--- src/rtl/max_pool_row_combiner.sv ---
// Vertical stage of a 2x2/stride-2 max-pool: buffers each even row, merges it lane-wise with the following odd row.
// Optional build macro MAX_POOL_RELU_EN clamps negative pooled lanes to zero (fused ReLU).
module max_pool_row_combiner #(
  parameter int DATA_WIDTH  = 8,
  parameter int NUM_MODULES = 16,
  parameter int NUM_ROWS    = 26
) (
  input  logic                                clk,
  input  logic                                rst_n,
  input  logic                                in_valid,
  output logic                                in_ready,
  input  logic [DATA_WIDTH*2*NUM_MODULES-1:0] in_data,
  output logic                                out_valid,
  input  logic                                out_ready,
  output logic [DATA_WIDTH*NUM_MODULES-1:0]   out_data,
  output logic                                frame_done
);

  localparam int LW   = DATA_WIDTH * 2;
  localparam int HALF = NUM_MODULES / 2;
  localparam int CW   = (NUM_ROWS > 1) ? $clog2(NUM_ROWS) : 1;

  typedef enum logic {
    S_EVEN = 1'b0,
    S_ODD  = 1'b1
  } state_t;

  state_t               state_q, state_d;
  logic [CW-1:0]        row_cnt_q, row_cnt_d;
  logic [HALF*LW-1:0]   row_buf_q, row_buf_d;
  logic                 out_valid_q, out_valid_d;
  logic [HALF*LW-1:0]   out_data_q, out_data_d;
  logic                 frame_done_q, frame_done_d;

  logic [HALF*LW-1:0]   even_lanes;
  logic [HALF*LW-1:0]   odd_lanes;
  logic [HALF*LW-1:0]   pooled;
  logic                 last_row;
  logic                 unused_odd_lanes;

  // Only even lanes are kept; discarding the odd ones realises the horizontal stride.
  genvar gi;
  generate
    for (gi = 0; gi < HALF; gi++) begin : g_lane
      logic signed [LW-1:0] buf_lane;
      logic signed [LW-1:0] in_lane;
      logic signed [LW-1:0] max_lane;

      assign even_lanes[gi*LW +: LW] = in_data[(2*gi)*LW +: LW];
      assign odd_lanes[gi*LW +: LW]  = in_data[(2*gi+1)*LW +: LW];
      assign buf_lane = row_buf_q[gi*LW +: LW];
      assign in_lane  = in_data[(2*gi)*LW +: LW];
      assign max_lane = (in_lane > buf_lane) ? in_lane : buf_lane;

`ifdef MAX_POOL_RELU_EN
      assign pooled[gi*LW +: LW] = max_lane[LW-1] ? '0 : max_lane;
`else
      assign pooled[gi*LW +: LW] = max_lane;
`endif
    end
  endgenerate

  assign unused_odd_lanes = ^odd_lanes;
  assign last_row         = (row_cnt_q == CW'(NUM_ROWS - 1));

  always_comb begin
    state_d      = state_q;
    row_cnt_d    = row_cnt_q;
    row_buf_d    = row_buf_q;
    out_valid_d  = out_valid_q;
    out_data_d   = out_data_q;
    frame_done_d = 1'b0;
    in_ready     = 1'b1;

    if (out_valid_q && out_ready) begin
      out_valid_d = 1'b0;
    end

    case (state_q)
      S_EVEN: begin
        in_ready = 1'b1;
        if (in_valid) begin
          // A trailing unpaired row in an odd-height frame closes the frame without output.
          if (last_row) begin
            frame_done_d = 1'b1;
            row_cnt_d    = '0;
          end else begin
            row_buf_d = even_lanes;
            row_cnt_d = row_cnt_q + CW'(1);
            state_d   = S_ODD;
          end
        end
      end

      S_ODD: begin
        in_ready = !out_valid_q || out_ready;
        if (in_valid && in_ready) begin
          out_data_d  = pooled;
          out_valid_d = 1'b1;
          state_d     = S_EVEN;
          if (last_row) begin
            frame_done_d = 1'b1;
            row_cnt_d    = '0;
          end else begin
            row_cnt_d = row_cnt_q + CW'(1);
          end
        end
      end

      default: begin
        state_d = S_EVEN;
      end
    endcase
  end

  always_ff @(posedge clk) begin
    if (!rst_n) begin
      state_q      <= S_EVEN;
      row_cnt_q    <= '0;
      row_buf_q    <= '0;
      out_valid_q  <= 1'b0;
      out_data_q   <= '0;
      frame_done_q <= 1'b0;
    end else begin
      state_q      <= state_d;
      row_cnt_q    <= row_cnt_d;
      row_buf_q    <= row_buf_d;
      out_valid_q  <= out_valid_d;
      out_data_q   <= out_data_d;
      frame_done_q <= frame_done_d;
    end
  end

  assign out_valid  = out_valid_q;
  assign out_data   = out_data_q;
  assign frame_done = frame_done_q;

endmodule

--- config.mk ---
export PLATFORM = sky130hd
export DESIGN_NAME = max_pool_row_combiner
export DESIGN_NICKNAME = d
export VERILOG_FILES = /design/src/rtl/max_pool_row_combiner.sv
export SDC_FILE = /design/constraint.sdc
export NUM_CORES = 1
export LEC_CHECK = 0
export CORE_AREA = 2 2 152 154
export DETAILED_ROUTE_END_ITERATION = 6
export DIE_AREA = 0 0 154 156
export DONT_BUFFER_PORTS = 1
export PLACE_DENSITY = 0.79
export REMOVE_ABC_BUFFERS = 1
export SLEW_MARGIN = 20
export SYNTH_ARGS = -nofsm -noshare
export SYNTH_HDL_FRONTEND = slang
export SYNTH_SLANG_ARGS = --single-unit
--- constraint.sdc ---
create_clock -name clk -period 4.7 [get_ports clk]
set_input_delay 0.94 -clock clk [delete_from_list [all_inputs] [get_ports clk]]
set_output_delay 0.94 -clock clk [all_outputs]
set_load 0.02 [all_outputs]
==> flow_summary_export.csv <==
group,metric,value,unit
status,status,"finished clean",
pwr,combPwrFrac,0.131,
global_route,antenna_found_initial,0,
yosys,most_used_flip_flop_cell_after_synthesis,"sky130_fd_sc_hd__dfxtp_1",
min_path,worstHoldStart,"row_buf_q[20]",
placed_design,dp_cells,1816,
yosys,synthesis.area_per_instance,8.46,µm²
setup_path,r2r_cells,8,
die,fp.dieArea,24000,µm²
pwr,power.clock.fraction,0.417,
global_route,number_of_global_route_vias_before_repair,10675,
setup_path,crit_type,"register to register",
setup_path,worst_r2r_startpoint,"row_buf_q[119]",
pwr,total_net_switching_power,1.47,mW
die,chipWidth,154,µm
cts,postCtsSetupBuffers,0,
layout,finalCoreUtilization,0.655,
setup_path,r2r_end,"out_data[117]",
layout,area_growth,7.72,%
global_route,total_global_routing_track_utilization,0.263,
die,top_level_ports,391,
drt,detail_route.wirelength,32.4,mm
placed_design,port_buffers,0,
global_route,grt.met3_usage,0.109,
sta,fmax,335,MHz
cts,path_clk_slew,0.06,ns
drt,num_vias,10831,
sta,maxSlewHeadroom,0.306,
min_path,min_delay_path_depth,2,
placed_design,gpl.final_weighted_congestion,0.831,
global_route,grt_start_max_net_pins,135,
pwr,worst_voltage_drop_across_the_vdd_grid,0.300,mV
global_route,grt_first_pass_wirelength,52.4,mm
pwr,static-leakage-power,5.96,nW
drt,drc_errors,0,
sta,timing.final.hold_violations,0,
die,coreArea,22400,µm²
sta,skew,0.0129,ns
global_route,met1_usage,0.311,
setup_path,timing.critical_path.arrival,3.37,ns
drt,antenna_violating_nets_post_route,0,
sta,post-route-period-util,0.635,
layout,final.fill_count,1828,
setup_path,regToRegSetupSlack,1.72,ns
sta,timing_max_transition_violations_final,0,
setup_path,worst_ep_required_time,5.08,ns
yosys,yosys.area.top_type_share,0.389,
cts,cts_max_level,1,
die,die-height,156,µm
pwr,switching_share,0.266,
sta,grt_setup_unrepaired,"no",
yosys,post_synth_instance_area,13600,µm²
yosys,synth_seq_area_share,0.389,
cts,cts_resized,0,
cts,cts.hold.buffers_added,0,
pwr,pwr_density_cell,378,nW/µm²
pwr,fin_total_pwr,5.53,mW
sta,timing.final.crit_period,2.98,ns
layout,ratio_of_cells_with_drive_above_1_in_the_final_layout,0.0518,
pwr,internal-power,4.06,mW
yosys,synthDominantAreaCellType,"sky130_fd_sc_hd__dfxtp_1",
global_route,grt_overflow_total,0,
yosys,synth_warnings,0,
cts,max-clock-path-buffers,3,
cts,cts_buffers,28,
pwr,power.share.sequential,0.452,
setup_path,cp-start-kind,"register",
yosys,synth.top_cells.by_area,"sky130_fd_sc_hd__dfxtp_1 (39%), sky130_fd_sc_hd__ha_1 (12%), sky130_fd_sc_hd__nand2_1 (11%)",
layout,final_cell_count_no_fill,1868,
yosys,ys_seq_elements,264,
drt,route.detailed.vias_per_inst,5.80,
yosys,synth_commonest_cells,"sky130_fd_sc_hd__nand2_1 (410), sky130_fd_sc_hd__dfxtp_1 (264), sky130_fd_sc_hd__inv_1 (140)",
cts,cts.sinks,264,
yosys,synth_cell_types,51,
cts,cts_tree,"built",
min_path,min_to,"row_buf_q[20]",
layout,antenna-diode-count,0,
die,initial_utilization,0.608,
cts,clock-root-buffer,"sky130_fd_sc_hd__clkbuf_16",
drt,drt_iter0_markers,517,
setup_path,critical_path.endpoint_type,"register",
yosys,synth-edff-count,0,
drt,route.detailed.wl_per_inst,17.4,µm
die,std_cell_rows,55,
drt,drt_pass1_iterations,6,
global_route,busiest_layer,"met2",
placed_design,dpl.hpwl,21.6,mm
min_path,type_of_the_tightest_min_delay_check,"register to register",
sta,finalSetupViolCount,0,
run,timing.max_cap.violations,0,
setup_path,critPathMaxFanout,16,
sta,max_slew.worst_pin.slew,1.04,ns
layout,final_net_count,1951,
cts,later_pin_clock_latency_in_the_skew_report,0.55,ns
yosys,async_reset_ff_frac,0,
yosys,synthMostInstantiatedCell,"sky130_fd_sc_hd__nand2_1",
global_route,met2_usage,0.440,
yosys,syn_inst_count,1608,
## metal layers
metal	vias up	wire, µm
li1	5409	-
met1	5070	13400
met2	308	14800
met3	44	3540
met4	0	636
met5	-	0
## worst max path at each step
stage | from | end | slack (ns) | cells past startpoint
5_1_grt | row_buf_q[119] | out_data[116] | 1.52 | 8
2_1_floorplan | out_ready | out_data[64] | -1.19 | 5
3_5_place_dp | in_data[231] | out_data[117] | 1.21 | 7
6_report | row_buf_q[119] | out_data[117] | 1.72 | 8
4_1_cts | row_buf_q[119] | out_data[117] | 1.74 | 8
3_3_place_gp | in_data[199] | out_data[103] | 1.24 | 7
## cells in the final DEF, fill, tap and decap left out, types with 2 or more instances in the layout
cell and instances:
sky130_fd_sc_hd__a21oi_1 35, sky130_fd_sc_hd__o21ba_2 4, sky130_fd_sc_hd__buf_4 12, sky130_fd_sc_hd__a2bb2oi_1 2, sky130_fd_sc_hd__nand3b_1 5, sky130_fd_sc_hd__a211oi_2 2
sky130_fd_sc_hd__dfxtp_1 264, sky130_fd_sc_hd__and3_1 2, sky130_fd_sc_hd__clkinv_2 3, sky130_fd_sc_hd__o211ai_1 8, sky130_fd_sc_hd__bufinv_16 4, sky130_fd_sc_hd__o21ai_0 87
sky130_fd_sc_hd__ha_1 130, sky130_fd_sc_hd__clkbuf_16 29, sky130_fd_sc_hd__nand2_1 409, sky130_fd_sc_hd__nor2_1 10, sky130_fd_sc_hd__nor3_4 4, sky130_fd_sc_hd__a21boi_0 130
sky130_fd_sc_hd__o311ai_0 21, sky130_fd_sc_hd__clkinvlp_4 3, sky130_fd_sc_hd__mux2i_1 96, sky130_fd_sc_hd__nand4_1 45, sky130_fd_sc_hd__a21o_1 21, sky130_fd_sc_hd__clkbuf_8 3
sky130_fd_sc_hd__nor2b_1 9, sky130_fd_sc_hd__a221o_1 4, sky130_fd_sc_hd__o311ai_1 9, sky130_fd_sc_hd__and2_1 3, sky130_fd_sc_hd__nor4_1 7, sky130_fd_sc_hd__xor2_1 3
sky130_fd_sc_hd__o21ai_1 18, sky130_fd_sc_hd__a2111oi_2 8, sky130_fd_sc_hd__clkbuf_1 9, sky130_fd_sc_hd__inv_1 140, sky130_fd_sc_hd__nand2b_1 3, sky130_fd_sc_hd__nand3_1 19
## logic make-up after synthesis
logic type,share of synthesized area
compound gates,0.184
buf+inv,0.0680
simple gates,0.166
mux,0.0715
fa+ha+maj,0.120
xor+xnor,0.00258
flops,0.389
## power by group through the flow
stage               clock [mW]  sequential (mW)  combinational, mW
floorplan                    0             2.52              0.568
global placement             0             2.54              0.697
detailed placement           0             2.55              0.722
CTS                       2.35             2.50              0.728
global route              2.45             2.51              0.823
finish                    2.31             2.50              0.724
## state kept, by name, indices dropped and copies added, names as in the netlist
register and flops:
out_data 128, row_buf_q 128, state_q 1, row_cnt_q 5, frame_done 1, out_valid 1
## through the flow
step,TNS [ns],instance area [µm²],worst slack [ns],hold slack (ns)
after floorplan,-192.61,13200,-1.19,0.443
after global placement,0,13700,1.24,0.448
after detailed placement,0,13700,1.21,0.456
after CTS,0,14600,1.74,0.465
after global routing,0,14600,1.52,0.487
final,0,14600,1.72,0.461
## critical path, stage by stage (launching register included)
cell and delay, ns:
sky130_fd_sc_hd__dfxtp_1 0.35, sky130_fd_sc_hd__inv_1 0.06, sky130_fd_sc_hd__ha_1 0.32, sky130_fd_sc_hd__nand4_1 0.18, sky130_fd_sc_hd__a2111oi_2 0.48, sky130_fd_sc_hd__a2111oi_2 0.13
sky130_fd_sc_hd__nor3_4 0.87, sky130_fd_sc_hd__mux2i_1 0.34, sky130_fd_sc_hd__o21ai_0 0.10
## cell type report
class / instances / area (µm²) / area share
well taps: 285 / 357 / 0.0243
flip-flops and latches: 264 / 5290 / 0.361
inverters: 140 / 526 / 0.0359
clock buffers: 41 / 801 / 0.0547
multi-input cells: 1115 / 7420 / 0.507
clock inverters: 11 / 166 / 0.0114
repair buffers: 12 / 90.1 / 0.00615
(Power assumes the default switching activity.)
